$ cat src/rtl/plane_offset_calculator.sv
// Plane offset stage: d = -(n . p) via three chained FMA passes on one shared unit.
// Also holds the Q16.16 fixed-point package and the iterative FMA it drives.

package ransac_fixed;
   localparam int FRAC_BITS = 16;

   typedef logic signed [31:0] fixed_t;

   typedef struct packed {
      fixed_t x;
      fixed_t y;
      fixed_t z;
   } vector3f_t;

   typedef enum logic [1:0] {
      FMA_OPCODE_POS_A_POS_C,
      FMA_OPCODE_NEG_A_POS_C,
      FMA_OPCODE_POS_A_NEG_C,
      FMA_OPCODE_NEG_A_NEG_C
   } fma_opcode_t;

   function automatic int value_bits();
      return $bits(fixed_t);
   endfunction
endpackage

// Single-issue fixed-point FMA. A request accepted in cycle t yields
// output_valid (one-cycle pulse) in cycle t + multiply_latency - 1 after the accept edge.
module slow_fp_fused_multiply_add #(
   parameter int multiply_latency = 4,
   parameter bit reset_polarity   = 1'b1
) (
   input  logic                      clock,
   input  logic                      reset,
   input  logic                      input_valid,
   output logic                      input_ready,
   input  ransac_fixed::fixed_t      a,
   input  ransac_fixed::fixed_t      b,
   input  ransac_fixed::fixed_t      c,
   input  ransac_fixed::fma_opcode_t opcode,
   output logic                      output_valid,
   output ransac_fixed::fixed_t      result
);
   import ransac_fixed::*;

   localparam int CW = $clog2(multiply_latency + 1);

   logic                 rst_n;
   logic [CW-1:0]        count;
   logic signed [63:0]   a_ext, b_ext, full;
   fixed_t               prod, sum;

   assign rst_n       = reset_polarity ? ~reset : reset;
   assign input_ready = (count == '0);

   always_comb begin
      a_ext = a;
      b_ext = b;
      full  = a_ext * b_ext;
      prod  = fixed_t'(full >>> FRAC_BITS);
      case (opcode)
         FMA_OPCODE_POS_A_POS_C: sum = prod + c;
         FMA_OPCODE_NEG_A_POS_C: sum = c - prod;
         FMA_OPCODE_POS_A_NEG_C: sum = prod - c;
         default:                sum = -prod - c;
      endcase
   end

   always_ff @(posedge clock or negedge rst_n) begin
      if (!rst_n) begin
         count        <= '0;
         output_valid <= 1'b0;
         result       <= '0;
      end else if (input_valid && input_ready) begin
         result       <= sum;
         count        <= CW'(multiply_latency - 1);
         output_valid <= (multiply_latency == 1);
      end else begin
         output_valid <= (count == CW'(1));
         if (count != '0) count <= count - CW'(1);
      end
   end
endmodule

module plane_offset_calculator #(
   parameter int multiply_latency = ransac_fixed::value_bits() / 8
) (
   input  logic                    clock,
   input  logic                    reset,
   input  logic                    input_valid,
   input  ransac_fixed::vector3f_t normal,
   input  ransac_fixed::vector3f_t point,
   output logic                    input_ready,
   output logic                    output_valid,
   output ransac_fixed::vector3f_t plane_normal,
   output ransac_fixed::fixed_t    plane_offset,
   output logic                    degenerate
);
   import ransac_fixed::*;

   typedef enum logic [2:0] {IDLE, ISSUE_X, WAIT_X, ISSUE_Y, WAIT_Y, ISSUE_Z, WAIT_Z} state_t;

   state_t    state, state_nx;
   vector3f_t n_q, p_q;
   fixed_t    acc;
   fixed_t    fma_a, fma_b, fma_c, fma_r;
   logic      fma_in_valid, fma_ready, fma_out_valid;
   logic      accept, zero_normal, in_wait;

   assign input_ready = (state == IDLE);
   assign accept      = input_valid && input_ready;
   assign zero_normal = (normal == '0);
   assign in_wait     = state inside {WAIT_X, WAIT_Y, WAIT_Z};

   always_ff @(posedge clock or negedge reset) begin
      if (!reset) state <= IDLE;
      else        state <= state_nx;
   end

   always_comb begin
      state_nx = state;
      case (state)
         IDLE:    if (accept && !zero_normal)      state_nx = ISSUE_X;
         ISSUE_X: if (fma_in_valid && fma_ready)   state_nx = WAIT_X;
         WAIT_X:  if (fma_out_valid)               state_nx = ISSUE_Y;
         ISSUE_Y: if (fma_in_valid && fma_ready)   state_nx = WAIT_Y;
         WAIT_Y:  if (fma_out_valid)               state_nx = ISSUE_Z;
         ISSUE_Z: if (fma_in_valid && fma_ready)   state_nx = WAIT_Z;
         WAIT_Z:  if (fma_out_valid)               state_nx = IDLE;
         default:                                  state_nx = IDLE;
      endcase
   end

   // First pass starts the chain from zero; later passes fold in the running sum.
   always_comb begin
      fma_a = n_q.x;
      fma_b = p_q.x;
      fma_c = '0;
      case (state)
         ISSUE_Y, WAIT_Y: begin fma_a = n_q.y; fma_b = p_q.y; fma_c = acc; end
         ISSUE_Z, WAIT_Z: begin fma_a = n_q.z; fma_b = p_q.z; fma_c = acc; end
         default: ;
      endcase
   end

   always_ff @(posedge clock or negedge reset) begin
      if (!reset) begin
         n_q          <= '0;
         p_q          <= '0;
         acc          <= '0;
         fma_in_valid <= 1'b0;
         output_valid <= 1'b0;
         plane_normal <= '0;
         plane_offset <= '0;
         degenerate   <= 1'b0;
      end else begin
         // Request stays up for the whole ISSUE state and drops on handshake.
         fma_in_valid <= state_nx inside {ISSUE_X, ISSUE_Y, ISSUE_Z};
         if (in_wait && fma_out_valid) acc <= fma_r;
         if (accept) begin
            n_q <= normal;
            p_q <= point;
            if (zero_normal) begin
               output_valid <= 1'b1;
               plane_normal <= '0;
               plane_offset <= '0;
               degenerate   <= 1'b1;
            end else begin
               output_valid <= 1'b0;
            end
         end else if (state == WAIT_Z && fma_out_valid) begin
            output_valid <= 1'b1;
            plane_normal <= n_q;
            plane_offset <= fma_r;
            degenerate   <= 1'b0;
         end
      end
   end

   slow_fp_fused_multiply_add #(
      .multiply_latency (multiply_latency),
      .reset_polarity   (1'b0)
   ) u_fma (
      .clock        (clock),
      .reset        (reset),
      .input_valid  (fma_in_valid),
      .input_ready  (fma_ready),
      .a            (fma_a),
      .b            (fma_b),
      .c            (fma_c),
      .opcode       (FMA_OPCODE_NEG_A_POS_C),
      .output_valid (fma_out_valid),
      .result       (fma_r)
   );
endmodule

$ cat config.mk
export PLATFORM = sky130hd
export DESIGN_NAME = plane_offset_calculator
export DESIGN_NICKNAME = d
export VERILOG_FILES = /design/src/rtl/plane_offset_calculator.sv
export SDC_FILE = /design/constraint.sdc
export NUM_CORES = 2
export LEC_CHECK = 0
export CORE_MARGIN = 2
export CORE_UTILIZATION = 28
export DETAILED_ROUTE_END_ITERATION = 12
export PLACE_DENSITY_LB_ADDON = 0.2
export REMOVE_ABC_BUFFERS = 1
export SLEW_MARGIN = 10
export SYNTH_ARGS = -nofsm -noshare
export SYNTH_HDL_FRONTEND = slang
export SYNTH_SLANG_ARGS = --single-unit
$ cat constraint.sdc
create_clock -name clock -period 12.07 [get_ports clock]
set_input_delay 2.414 -clock clock [delete_from_list [all_inputs] [get_ports clock]]
set_output_delay 2.414 -clock clock [all_outputs]
set_load 0.01 [all_outputs]
### After elaboration in Yosys (flattened, before gate mapping)

Cells that the tools add are included.

| storage, ports and cells | value |
|---|---|
| register bits | 394 |
| bits of input ports | 195 |
| output and inout port bits | 131 |
| logic and storage cells | 76 |

| cells by class | value |
|---|---|
| add/subtract/negate cells | 2 |
| multiply operators | 1 |
| equal/unequal tests | 11 |
| mux-type cells | 26 |
| reductions and logical operators | 18 |

Operators with widths:

| cell | count |
|---|---|
| two-way mux 96 bit | 3 |
| two-way mux 32 bit | 4 |
| one-hot mux 32 bit (2 select lines) | 2 |
| zero test 96 bit | 1 |
| multiplier 32 x 32 -> 48 bit | 1 |
| subtractor 32 bit | 1 |
| two-way mux 3 bit | 9 |
| one-hot mux 3 bit (7 select lines) | 1 |
| == test 3 bit, second input constant | 4 |
| == test 3 x 1 -> 1 bit, second input constant | 3 |
| == test 3 x 2 -> 1 bit, second input constant | 3 |
| nonzero test 3 bit | 3 |
| two-way mux 1 bit | 7 |
| zero test 3 bit | 2 |
| logical AND 1 bit | 5 |
| nonzero test 2 bit | 2 |
| OR reduction 2 bit | 2 |
| OR reduction 4 bit | 1 |
| subtractor 3 x 1 -> 3 bit, second input constant | 1 |
| inequality test 2 x 1 -> 1 bit, second input constant | 1 |
| AND reduction 2 bit | 1 |
| zero test 1 bit | 1 |

### Longest topological paths before layout

| logic depth | value |
|---|---|
| depth in word-level cells | 7 |
| mapped depth | 48 |
| gate-level depth less buffers | 41 |

### Hierarchy

Synthesis repeated with hierarchy kept, for this count alone.

| unflattened totals | value |
|---|---|
| cells, all modules | 5800 |
| area total of the unflattened synthesis | 53941.7 sq um |

Modules (own cells, without submodules):

| module | instances | cells each | area an instance (sq um) | seq. area each (sq um) |
|---|---|---|---|---|
| slow_fp_fused_multiply_add | 1 | 4226 | 36650.2 | 900.9 |
| plane_offset_calculator | 1 | 1574 | 17291.6 | 8958.6 |

### Worst setup path after synthesis

No wires, ideal clock.

| timing | value |
|---|---|
| path kind | flip-flop to flip-flop |
| start | reg state[1] |
| end | reg u_fma.result[30] |
| library setup time | 0.125 ns |
| arrival time | 11.035 ns |
| required time | 11.945 ns |
| slack | 0.910 ns |
| cell stages (with the launch flop) | 43 |
| path buffers | 6 |
| clock period less this slack | 11.160 ns |
| path through | dfrtp_1 -> buf_6 -> buf_6 -> buf_2 -> buf_1 -> clkbuf_1 -> mux2_2 -> o211ai_1 -> o21a_1 -> clkbuf_1 -> nor2_1 -> fa_1 -> fa_1 -> fa_1 -> inv_1 -> fa_1 -> inv_1 -> fa_1 -> (+7 left out) -> a21o_1 -> a21oi_1 -> o21ai_0 -> a21oi_1 -> o21bai_1 -> a21oi_1 -> xor2_1 -> ha_1 -> a21o_1 -> a21o_1 -> a2111oi_0 -> o311ai_0 -> a21oi_1 -> o211ai_1 -> a2111oi_0 -> o41ai_1 -> xor2_1 -> mux2_2 |

| between the ends | value |
|---|---|
| longest elaborated chain between the ends | 5 |

Ends and longest elaborated chain:

| item | line | text |
|---|---|---|
| start, declared | 103 | `state_t state, state_nx;` |
| start signal, assigned | 117 | `else state <= state_nx;` |
| == test 3 bit or == test 3 x 2 -> 1 bit (tied branches) | 139 | `case (state)` |
| OR reduction 2 bit | 139 |  |
| one-hot mux 32 bit (2 select lines) | 139 |  |
| multiplier 32 x 32 -> 48 bit | 59 | `full = a_ext * b_ext;` |
| subtractor 32 bit * | 63 | `FMA_OPCODE_NEG_A_POS_C: sum = c - prod;` |
| end signal, assigned | 75 | `result <= sum;` |
| end, declared | 42 | `output ransac_fixed::fixed_t result` |

Every way passes the cells marked *; elsewhere a longest branch is shown, timed or not.
A chain may end at the register's enable or synchronous reset.

### Worst setup path in the final report

| timing | value |
|---|---|
| start | reg state[0] |
| end | reg u_fma.result[30] |

The elaborated chain is that of the path after synthesis.

==> results.yml <==
worst_setup_path:
  cp_data_arrival_time_ns: 12.10
  cpPeakStageDelay_ns: 0.63
  crit_type: "reg -> reg"
  cp_slowest_cell: "fa_1"
  crit_family: "adder cells"
  cp-start-kind: "flip-flop"
  critPathBufInv: 6
  critPathMaxFanout: 15
  crit_path_end_kind: "flip-flop"
  worstPathRequired_ns: 12.54
  crit_top_cell: "fa_1"
route:
  finalWirelength_um: 180000
  routed_via_density: 4.84
  drtIter0Drc: 2694
  drt-wirelength-per-cell_um: 24.0
  drc: 0
  vias: 36300
  drtAntennaViolNets: 0
  firstDrtPassIters: 6
die:
  fp.dieW_um: 414
  die_height_um: 414
  initial_utilization_pct: 28.2
  row_count: 150
  dieArea_sq_um: 172000
  ios: 326
  core_sq_um: 167000
place:
  hpwl_um: 151000
  place_congestion: 0.908
  io_buffer_count: 325
synthesis:
  netlist_instances: 4957
  synthTopCellsByArea: "fa_1, dfrtp_1, inv_1"
  synth_edf_count: 0
  synth_cell_types: 86
  ys.flop_type: "dfrtp_1"
  syn_avg_cell_area_sq_um: 9.51
  yosysTopAreaCellShare_pct: 35.6
  seq_area_frac_synth_pct: 20.9
  synth.most_common_cell: "fa_1"
  yosys_warnings: 0
  netlist_area_sq_um: 47100
  synth-seq-cells: 394
  ys_top_cells_by_count: "fa_1, inv_1, nand2_1"
  synth_area_leader_cell: "fa_1"
  ys_async_sr_fraction_pct: 100
clocking:
  ctsHoldBuffers: 0
  cts_buffers: 46
  cts.sinks: 394
  clk_path_buf_depth: 3
  clkLatencyLatePin_ns: 0.60
  clkTransAtPathRegs_ns: 0.07
  cts_tree: "done"
  htreeDepth: 2
  cts_root_buf: "clkbuf_16"
timing:
  setup_viol: 0
  fmax_mhz: 86.0
  report.final.slew_viol_count: 0
  finClkSkew_ns: 0.0316
  period_minus_slack_ns: 11.63
  final_hold_viol_count: 0
  tightest_slew_ns: 1.16
  holdWs_ns: 0.487
  relSlewSlack_pct: 22.3
  min_period_over_period_pct: 96.3
  fin_setup_tns_ns: 0
global_route:
  antenna_found_initial: 8
  grt.overflow.total: 0
  grt.total_usage_pct: 21.1
  grt_pass1_wl_um: 268000
  grt_max_degree: 165
  grt_pass1_vias: 38500
flow_run:
  maxCapViolCount: 0
final_layout:
  area_delta_synth_final_pct: 17.4
  regArea_sq_um: 9870
  nFillCells: 17300
  multi_input_area_sq_um: 33100
  drive_above_1_share_pct: 11.1
  nets: 6491
min_path:
  min_path_type: "reg -> reg"
outcome:
  status: "completed"
## metrics by stage
stage | cell area [sq um] | setup slack [ns] | cells | util [%]
CTS | 55100 | 0.0602 | 7489 | 33.0
global placement | 53600 | 0.181 | 7409 | 32.0
floorplan | 46000 | -0.835 | 4692 | -
detailed placement | 53600 | 0.132 | 7409 | 32.0
finish | 55300 | 0.445 | 7500 | 33.1
global route | 55300 | -0.0599 | 7497 | 33.1
## final timing paths
check                                     from          endpoint  slack (ns)  cells past startpoint
worst max-delay path                  state[0]  u_fma.result[30]        0.44                     39
worst min-delay path            u_fma.count[1]    u_fma.count[1]        0.49                      2
worst max register to register        state[0]  u_fma.result[30]        0.44                     39
worst min register to register  u_fma.count[1]    u_fma.count[1]        0.49                      2
max in group asynchronous                reset           p_q[87]        8.02                      3
min in group asynchronous                reset  plane_offset[26]        1.81                      1
## flip-flops by register name (all words and copies together) (netlist names)
name / flops
u_fma.count: 3
degenerate: 1
fma_in_valid: 1
state: 3
output_valid: 1
plane_offset: 32
n_q: 96
p_q: 96
u_fma.output_valid: 1
u_fma.result: 32
acc: 32
plane_normal: 96
## cells in the final DEF (no fill, tap or decap), types with 27 or more instances in the layout
cell,Yosys,layout
xnor2_1,52,52
mux2i_1,50,50
o22ai_1,35,35
and2_1,46,46
clkbuf_16,0,48
dfrtp_1,394,391
clkdlybuf4s50_1,0,324
ha_1,197,197
fa_1,839,839
nand2_1,719,717
a21o_1,38,38
a21oi_1,62,59
mux2_2,231,231
nor4_1,27,27
inv_1,833,833
o21ai_0,205,195
or3_1,28,28
buf_4,3,184
nor2_1,598,594
## worst register-to-register path: cells and delay by family, from the launching register on
| kind | cells | cell delay [ns] |
|---|---|---|
| DFF | 1 | 0.58 |
| xor gates and xnor gates | 2 | 0.31 |
| and+or+nand+nor | 7 | 1.70 |
| buffers and inverters | 6 | 0.74 |
| AOI/OAI and AO/OA | 13 | 2.94 |
| adders and majority gates | 10 | 4.93 |
| muxes | 1 | 0.27 |
## layout make-up
class                           instances  share of cell area (%)
Multi-Input combinational cell       3464                    59.9
Sequential cell                       394                    17.8
Timing Repair Buffer                  520                    8.80
Inverter                              834                    5.66
Tap cell                             2204                    4.98
Clock buffer                           64                    2.42
Clock inverter                         16                   0.378
Antenna cell                            4                  0.0181
## per-layer routing
| metal | GRT usage, % | vias to the layer above | part of all wire, % |
|---|---|---|---|
| met3 | 2.48 | 181 | 5.4 |
| met1 | 29.0 | 19100 | 44 |
| met5 | 0 | - | 0.018 |
| met4 | 5.38 | 4 | 2.8 |
| met2 | 35.2 | 1078 | 48 |
| li1 | - | 15900 | - |
## cell families after synthesis
logic type                 after synthesis  synth area share, %
muxes                                  285                 6.73
adders and majority gates             1036                 40.9
buffers and inverters                 1099                 9.01
AOI/OAI and AO/OA                      508                 7.01
and+or+nand+nor                       1548                 13.6
xor gates and xnor gates                87                 1.86
DFF                                    394                 20.9
## repair_timing
action | CTS | global route
setup endpoints to repair | 0 | 7
buffers inserted | 0 | 6
hold endpoints to repair | 0 | 0
resized for setup | 0 | 18
Power is left out: the tool's default activity adds up to more than one toggle a clock period on the data nets, which glitch-free logic cannot reach.
